`config.mk`:
```
export PLATFORM = sky130hd
export DESIGN_NAME = present_round_ctrl_flat
export DESIGN_NICKNAME = d
export VERILOG_FILES = /design/src/rtl/present_round_ctrl_pkg.sv /design/src/rtl/present_round_ctrl_if.sv /design/src/rtl/present_round_ctrl_phase_cnt.sv /design/src/rtl/present_round_ctrl.sv /design/src/flat_wrapper.sv
export SDC_FILE = /design/constraint.sdc
export NUM_CORES = 1
export LEC_CHECK = 0
export ABC_AREA = 1
export BUFFER_PORTS_ARGS = -buffer_cell sky130_fd_sc_hd__buf_2
export CAP_MARGIN = 25
export CORE_AREA = 2 2 39 41
export DETAILED_ROUTE_END_ITERATION = 8
export DIE_AREA = 0 0 41 43
export GPL_ROUTABILITY_DRIVEN = 1
export PLACE_DENSITY = 0.73
export SYNTH_ARGS = -nofsm -noshare
export SYNTH_HDL_FRONTEND = slang
export SYNTH_SLANG_ARGS = --single-unit
```
`constraint.sdc`:
```
create_clock -name clk -period 2.8 [get_ports clk]
set_input_delay 0.14 -clock clk [delete_from_list [all_inputs] [get_ports clk]]
set_output_delay 0.14 -clock clk [all_outputs]
set_load 0.02 [all_outputs]
```
`src/rtl/present_round_ctrl_pkg.sv`:
```
// present_ctrl_pkg: shared definitions for the PRESENT round sequencer.
//   - ctrl_state_e   : sequencer states (IDLE, LOAD, ROUND, DONE)
//   - DEF_NUM_ROUNDS : default number of full rounds
//   - DEF_SBOX_LAT   : default cycles per round (shared S-box depth)
//   - rc_w()         : round counter width for a given round count
//   - ph_w()         : phase counter width for a given S-box latency
package present_ctrl_pkg;

  typedef enum logic [1:0] {
    ST_IDLE  = 2'd0,
    ST_LOAD  = 2'd1,
    ST_ROUND = 2'd2,
    ST_DONE  = 2'd3
  } ctrl_state_e;

  localparam int DEF_NUM_ROUNDS = 31;
  localparam int DEF_SBOX_LAT   = 4;

  // Counter must hold 0 (idle) as well as 1..num_rounds.
  function automatic int rc_w(input int num_rounds);
    return $clog2(num_rounds + 1);
  endfunction

  // A single-stage S-box still gets a 1-bit phase that stays at 0.
  function automatic int ph_w(input int sbox_lat);
    return (sbox_lat > 1) ? $clog2(sbox_lat) : 1;
  endfunction

endpackage

```
`src/rtl/present_round_ctrl_if.sv`:
```
// present_round_ctrl_if: control bundle between the test wrapper / datapath
// and the PRESENT round sequencer.
//   start      wrapper -> ctrl  begin encryption (sampled in IDLE)
//   abort      wrapper -> ctrl  cancel encryption (PRESENT_CTRL_ABORT_EN only)
//   ready      ctrl -> wrapper  sequencer idle
//   sel_load   ctrl -> datapath 1 = capture plaintext/key, 0 = round feedback
//   key_upd    ctrl -> datapath key schedule advances this edge
//   round_cnt  ctrl -> datapath current round, 0 outside an encryption
//   phase      ctrl -> datapath S-box pipeline phase
//   last_round ctrl -> datapath final round in progress
//   done       ctrl -> wrapper  ciphertext valid this cycle
// Modports: master = wrapper side, slave = sequencer side.
// Optional feature macro: PRESENT_CTRL_ABORT_EN.
interface present_round_ctrl_if import present_ctrl_pkg::*; #(
  parameter int RC_W = rc_w(DEF_NUM_ROUNDS),
  parameter int PH_W = ph_w(DEF_SBOX_LAT)
);

  logic            start;
`ifdef PRESENT_CTRL_ABORT_EN
  logic            abort;
`endif
  logic            ready;
  logic            sel_load;
  logic            key_upd;
  logic [RC_W-1:0] round_cnt;
  logic [PH_W-1:0] phase;
  logic            last_round;
  logic            done;

`ifdef PRESENT_CTRL_ABORT_EN
  modport master (output start, output abort,
                  input ready, input sel_load, input key_upd, input round_cnt,
                  input phase, input last_round, input done);
  modport slave  (input start, input abort,
                  output ready, output sel_load, output key_upd, output round_cnt,
                  output phase, output last_round, output done);
`else
  modport master (output start,
                  input ready, input sel_load, input key_upd, input round_cnt,
                  input phase, input last_round, input done);
  modport slave  (input start,
                  output ready, output sel_load, output key_upd, output round_cnt,
                  output phase, output last_round, output done);
`endif

endinterface

```
`src/rtl/present_round_ctrl_phase_cnt.sv`:
```
// present_phase_cnt: modulo-SBOX_LAT phase counter pacing the shared S-box.
//   clk, rst : clock, asynchronous active-high reset
//   en       : advance the phase this edge
//   clr      : force the phase to 0 this edge (wins over en)
//   phase    : current phase, 0..SBOX_LAT-1
//   wrap     : high while en is set on the last phase (round completes)
module present_phase_cnt #(
  parameter int SBOX_LAT = 4,
  parameter int PH_W     = 2
) (
  input  logic            clk,
  input  logic            rst,
  input  logic            en,
  input  logic            clr,
  output logic [PH_W-1:0] phase,
  output logic            wrap
);

  logic [PH_W-1:0] phase_reg, phase_next;
  logic            at_last;

  // With SBOX_LAT=1 the only phase is 0, so at_last is permanently true and
  // the counter never leaves 0 while wrap follows en every cycle.
  assign at_last = (phase_reg == PH_W'(SBOX_LAT - 1));
  assign wrap    = en && at_last;
  assign phase   = phase_reg;

  always_comb begin
    phase_next = phase_reg;
    if (clr) begin
      phase_next = '0;
    end else if (en) begin
      phase_next = at_last ? '0 : phase_reg + PH_W'(1);
    end
  end

  always_ff @(posedge clk or posedge rst) begin
    if (rst) begin
      phase_reg <= '0;
    end else begin
      phase_reg <= phase_next;
    end
  end

endmodule

```
`src/rtl/present_round_ctrl.sv`:
```
// present_round_ctrl: round sequencer for the masked round-based PRESENT core.
// Drives the state/key load-vs-feedback select, paces the shared S-box,
// keeps the round counter feeding the key schedule and handshakes with the
// test wrapper.
//   clk, rst : clock, asynchronous active-high reset
//   bus      : present_round_ctrl_if.slave (start/abort in, status out)
// Parameters: NUM_ROUNDS (full rounds), SBOX_LAT (cycles per round, >=1),
//             RC_W (round counter width).
// Optional feature macro: PRESENT_CTRL_ABORT_EN adds the abort input.
module present_round_ctrl import present_ctrl_pkg::*; #(
  parameter int NUM_ROUNDS = DEF_NUM_ROUNDS,
  parameter int SBOX_LAT   = DEF_SBOX_LAT,
  parameter int RC_W       = rc_w(NUM_ROUNDS)
) (
  input  logic                 clk,
  input  logic                 rst,
  present_round_ctrl_if.slave  bus
);

  localparam int PH_W = ph_w(SBOX_LAT);

  localparam logic [1:0] S_IDLE  = ST_IDLE;
  localparam logic [1:0] S_LOAD  = ST_LOAD;
  localparam logic [1:0] S_ROUND = ST_ROUND;
  localparam logic [1:0] S_DONE  = ST_DONE;

  logic [1:0]      state_reg, state_next;
  logic [RC_W-1:0] rc_reg, rc_next;
  logic [PH_W-1:0] phase;
  logic            in_round;
  logic            wrap;
  logic            phase_clr;
  logic            start_req;

`ifdef PRESENT_CTRL_ABORT_EN
  logic abort_req;
  // abort only matters while busy, and beats a coincident start in IDLE.
  assign abort_req = bus.abort && (state_reg != S_IDLE);
  assign start_req = bus.start && !bus.abort;
`else
  assign start_req = bus.start;
`endif

  assign in_round = (state_reg == S_ROUND);

  always_comb begin
    state_next = state_reg;
    rc_next    = rc_reg;
    case (state_reg)
      S_IDLE: begin
        if (start_req) begin
          state_next = S_LOAD;
          rc_next    = RC_W'(1);
        end
      end
      S_LOAD: begin
        state_next = S_ROUND;
      end
      S_ROUND: begin
        if (wrap) begin
          if (rc_reg < RC_W'(NUM_ROUNDS)) begin
            rc_next = rc_reg + RC_W'(1);
          end else begin
            state_next = S_DONE;
            rc_next    = '0;
          end
        end
      end
      default: begin
        state_next = S_IDLE;
        rc_next    = '0;
      end
    endcase
`ifdef PRESENT_CTRL_ABORT_EN
    if (abort_req) begin
      state_next = S_IDLE;
      rc_next    = '0;
    end
`endif
  end

  // Clearing on anything but a stay in ROUND also covers an abort mid-round,
  // so phase is already 0 in the first IDLE cycle.
  assign phase_clr = (state_next != S_ROUND);

  present_phase_cnt #(
    .SBOX_LAT (SBOX_LAT),
    .PH_W     (PH_W)
  ) u_phase_cnt (
    .clk   (clk),
    .rst   (rst),
    .en    (in_round),
    .clr   (phase_clr),
    .phase (phase),
    .wrap  (wrap)
  );

  always_ff @(posedge clk or posedge rst) begin
    if (rst) begin
      state_reg <= S_IDLE;
      rc_reg    <= '0;
    end else begin
      state_reg <= state_next;
      rc_reg    <= rc_next;
    end
  end

  assign bus.ready      = (state_reg == S_IDLE);
  assign bus.sel_load   = (state_reg == S_LOAD);
  assign bus.key_upd    = wrap;
  assign bus.round_cnt  = rc_reg;
  assign bus.phase      = phase;
  assign bus.last_round = in_round && (rc_reg == RC_W'(NUM_ROUNDS));
`ifdef PRESENT_CTRL_ABORT_EN
  // The one deliberate path from an input: an abort landing on the DONE
  // cycle must still hide the completion from the wrapper.
  assign bus.done       = (state_reg == S_DONE) && !bus.abort;
`else
  assign bus.done       = (state_reg == S_DONE);
`endif

endmodule
```
`src/flat_wrapper.sv`:
```
// flat-port wrapper written by rule: the top's interface ports become plain ports
module present_round_ctrl_flat import present_ctrl_pkg::*;
#(
  parameter int NUM_ROUNDS = DEF_NUM_ROUNDS,
  parameter int SBOX_LAT   = DEF_SBOX_LAT,
  parameter int RC_W       = rc_w(NUM_ROUNDS)
)
  (clk, rst, bus_start, bus_ready, bus_sel_load, bus_key_upd, bus_round_cnt, bus_phase, bus_last_round, bus_done);
  present_round_ctrl_if #(.RC_W(RC_W)) bus_i ();
  input  logic clk;
  input  logic rst;
  input wire logic [$bits(bus_i.start)-1:0] bus_start;
  output wire logic [$bits(bus_i.ready)-1:0] bus_ready;
  output wire logic [$bits(bus_i.sel_load)-1:0] bus_sel_load;
  output wire logic [$bits(bus_i.key_upd)-1:0] bus_key_upd;
  output wire logic [$bits(bus_i.round_cnt)-1:0] bus_round_cnt;
  output wire logic [$bits(bus_i.phase)-1:0] bus_phase;
  output wire logic [$bits(bus_i.last_round)-1:0] bus_last_round;
  output wire logic [$bits(bus_i.done)-1:0] bus_done;
  assign bus_i.start = bus_start;
  assign bus_ready = bus_i.ready;
  assign bus_sel_load = bus_i.sel_load;
  assign bus_key_upd = bus_i.key_upd;
  assign bus_round_cnt = bus_i.round_cnt;
  assign bus_phase = bus_i.phase;
  assign bus_last_round = bus_i.last_round;
  assign bus_done = bus_i.done;
  present_round_ctrl #(.NUM_ROUNDS(NUM_ROUNDS), .SBOX_LAT(SBOX_LAT), .RC_W(RC_W)) u_core (.clk(clk), .rst(rst), .bus(bus_i));
endmodule
```
==> results.cfg <==
[synth]
syn_area_um2 = 643
postSynthCellCount = 83
yosysWarnings = 0
seq_area_frac_synth_pct = 35.0
yosysUniqueCellTypes = 17
ys_ff_latch = 9
syn_avg_cell_area_um2 = 7.75
synth_fp_nets = 93

[grt]
antenna_found_initial = 0
grt_overflow = 0
grt_use_total_pct = 18.9
grt_max_degree = 10
grt_pass1_vias = 540
grt_pass1_wl_um = 2220

[final_layout]
diodes = 0
final_common_cell = nand2_1
final_layout_size_suffix_gt1_share_pct = 23.8
area_growth_pct = 17.9
nets = 112
finish.utilization_pct = 54.8
largest_reg_flops = 5
final_cell_mix = nand2_1, inv_1, buf_2, dfrtp_1
instances_no_fill = 117

[outcome]
status = finished, final reports clean

[routing]
num_vias = 559
drtAntennaViolNets = 0
route.detailed.drc = 0
wl_per_cell_um = 11.1
drt_pass1_iterations = 2
viasPerCell = 4.78
drt_iter0_drc = 3
finalWirelength_um = 1300

[worst_setup_path]
slowest_stage = ha_1
critPathMaxFanout = 9
endpoint_kind = output pin
cp_top_family = adder cells
worst_ep_arrival_time_ns = 1.56
cpMostUsedCell = inv_1
path_cells = inv_1, ha_1, nand2_1, inv_1, buf_2
path_class = flip-flop to output pin
worstPathRequired_ns = 2.66
crit_buf_inv = 3
cpPeakStageDelay_ns = 0.45
cp-start-kind = flip-flop

[die]
die_h_um = 43
rows = 14
design.core.area_um2 = 1380
start_util_pct = 46.5
fp.dieArea_um2 = 1760
io_pins = 15
die_w_um = 41

[timing]
hold_slack_ns = 0.327
hold_viol = 0
tns_ns = 0
rsz0062_at_grt = false
setup_viol = 0
slew_headroom_pct = 69.3
worstMarginPinSlew_ns = 0.460
period_needed_ns = 1.70
fin_worst_skew_ns = 0.00183
maxSlewViolCount = 0
fmax_ghz = 0.587
fin_crit_sh_pct = 60.9

[cts]
clkSinkCount = 9
h-tree-depth = 1
cts_setup_buffers = 0
clock_latency_ns = 0.26
clock-root-buffer = clkbuf_4
cts.path.max_buffers = 2
clkTransAtPathRegs_ns = 0.06
cts_tree = done
cts_buffers = 3
cts_resized = 0

[place]
placed_cells = 112
hpwl_um = 1030
routabilityCongestion = 0.721
port_buffers = 14

[hold_path]
hold_class = input port to flip-flop

[pwr]
p_leak_nw = 0.477
p_per_area_nw_per_um2 = 314
ir_worst_vdd_uv = 225
power_mw = 0.238

[job]
cap_violations = 0
## final timing paths
path,start,end,slack (ns),cells after the start
setup / recovery,u_core.state_reg[0],bus_key_upd,1.10,5
hold / removal,bus_start,u_core.state_reg[0],0.33,5
setup reg to reg,u_core.state_reg[0],u_core.u_phase_cnt.phase[1],1.28,7
hold reg to reg,u_core.bus.round_cnt[4],u_core.bus.round_cnt[4],0.54,2
max in group asynchronous,rst,u_core.u_phase_cnt.phase[0],2.14,3
min in group asynchronous,rst,u_core.bus.round_cnt[1],0.39,3
## area by class of cell
class                   instances  area [um^2]
fillers                       126          626
well taps                      16         20.0
repair buffers                 15         80.1
multi-input cells              56          335
flip-flops and latches          9          225
inverters                      17         71.3
clock buffers                   4         26.3
## routing by layer
metal,up-vias,wire length (um),global-route usage (%)
li1,288,-,-
met1,259,528,21.6
met2,12,711,30.9
met3,0,56,6.81
met4,0,0,6.00
met5,-,0,0
## cell families (layout without fill, tap and decap cells)
group	Yosys count	count (layout)	synth area share [%]
compound gates	6	6	5.64
xor+xnor	1	1	1.36
fa+ha+maj	7	7	13.6
buf+inv	18	36	12.8
flops	9	9	35.0
simple gates	42	42	31.5
## worst min-delay path, stage by stage
cell and delay [ns]:
buf_2 0.10, nand2_1 0.06, nand2_1 0.05, o21ai_1 0.10, a21oi_1 0.09
## what timing repair did
action	4_1_cts	5_1_grt
endpoints found under the setup margin	0	0
hold buffers	1	0
hold endpoints to repair	9	0
## through the flow
step,worst slack (ns),cell area (um^2)
6_report,1.10,758
5_1_grt,0.945,758
4_1_cts,1.08,758
3_5_place_dp,1.27,722
3_3_place_gp,1.37,722
2_1_floorplan,1.41,643
## Yosys cell counts
cell       n  share of area (%)
dfrtp_1    9                 35
nor3_2     2                3.1
nor2_8     1                3.1
nand3_1    7                5.4
nor2_1     5                2.9
o21ai_2    1                1.4
a21boi_0   1                1.2
inv_1     15                8.8
inv_2      1               0.58
nand2_1   26                 15
xnor2_1    1                1.4
ha_1       7                 14
a21oi_1    2                1.6
nor2_4     1                1.8
buf_6      1                1.8
o21ai_1    2                1.6
inv_8      1                1.8
## report_power, final
group | internal [mW] | switching, mW | total [mW]
registers | 0.130 | 0 | 0.130
logic | 0.00213 | 0.00363 | 0.00576
clock network | 0.0550 | 0.0475 | 0.102
total | 0.187 | 0.0511 | 0.238
Note: power is estimated with default switching activity, not from simulation.
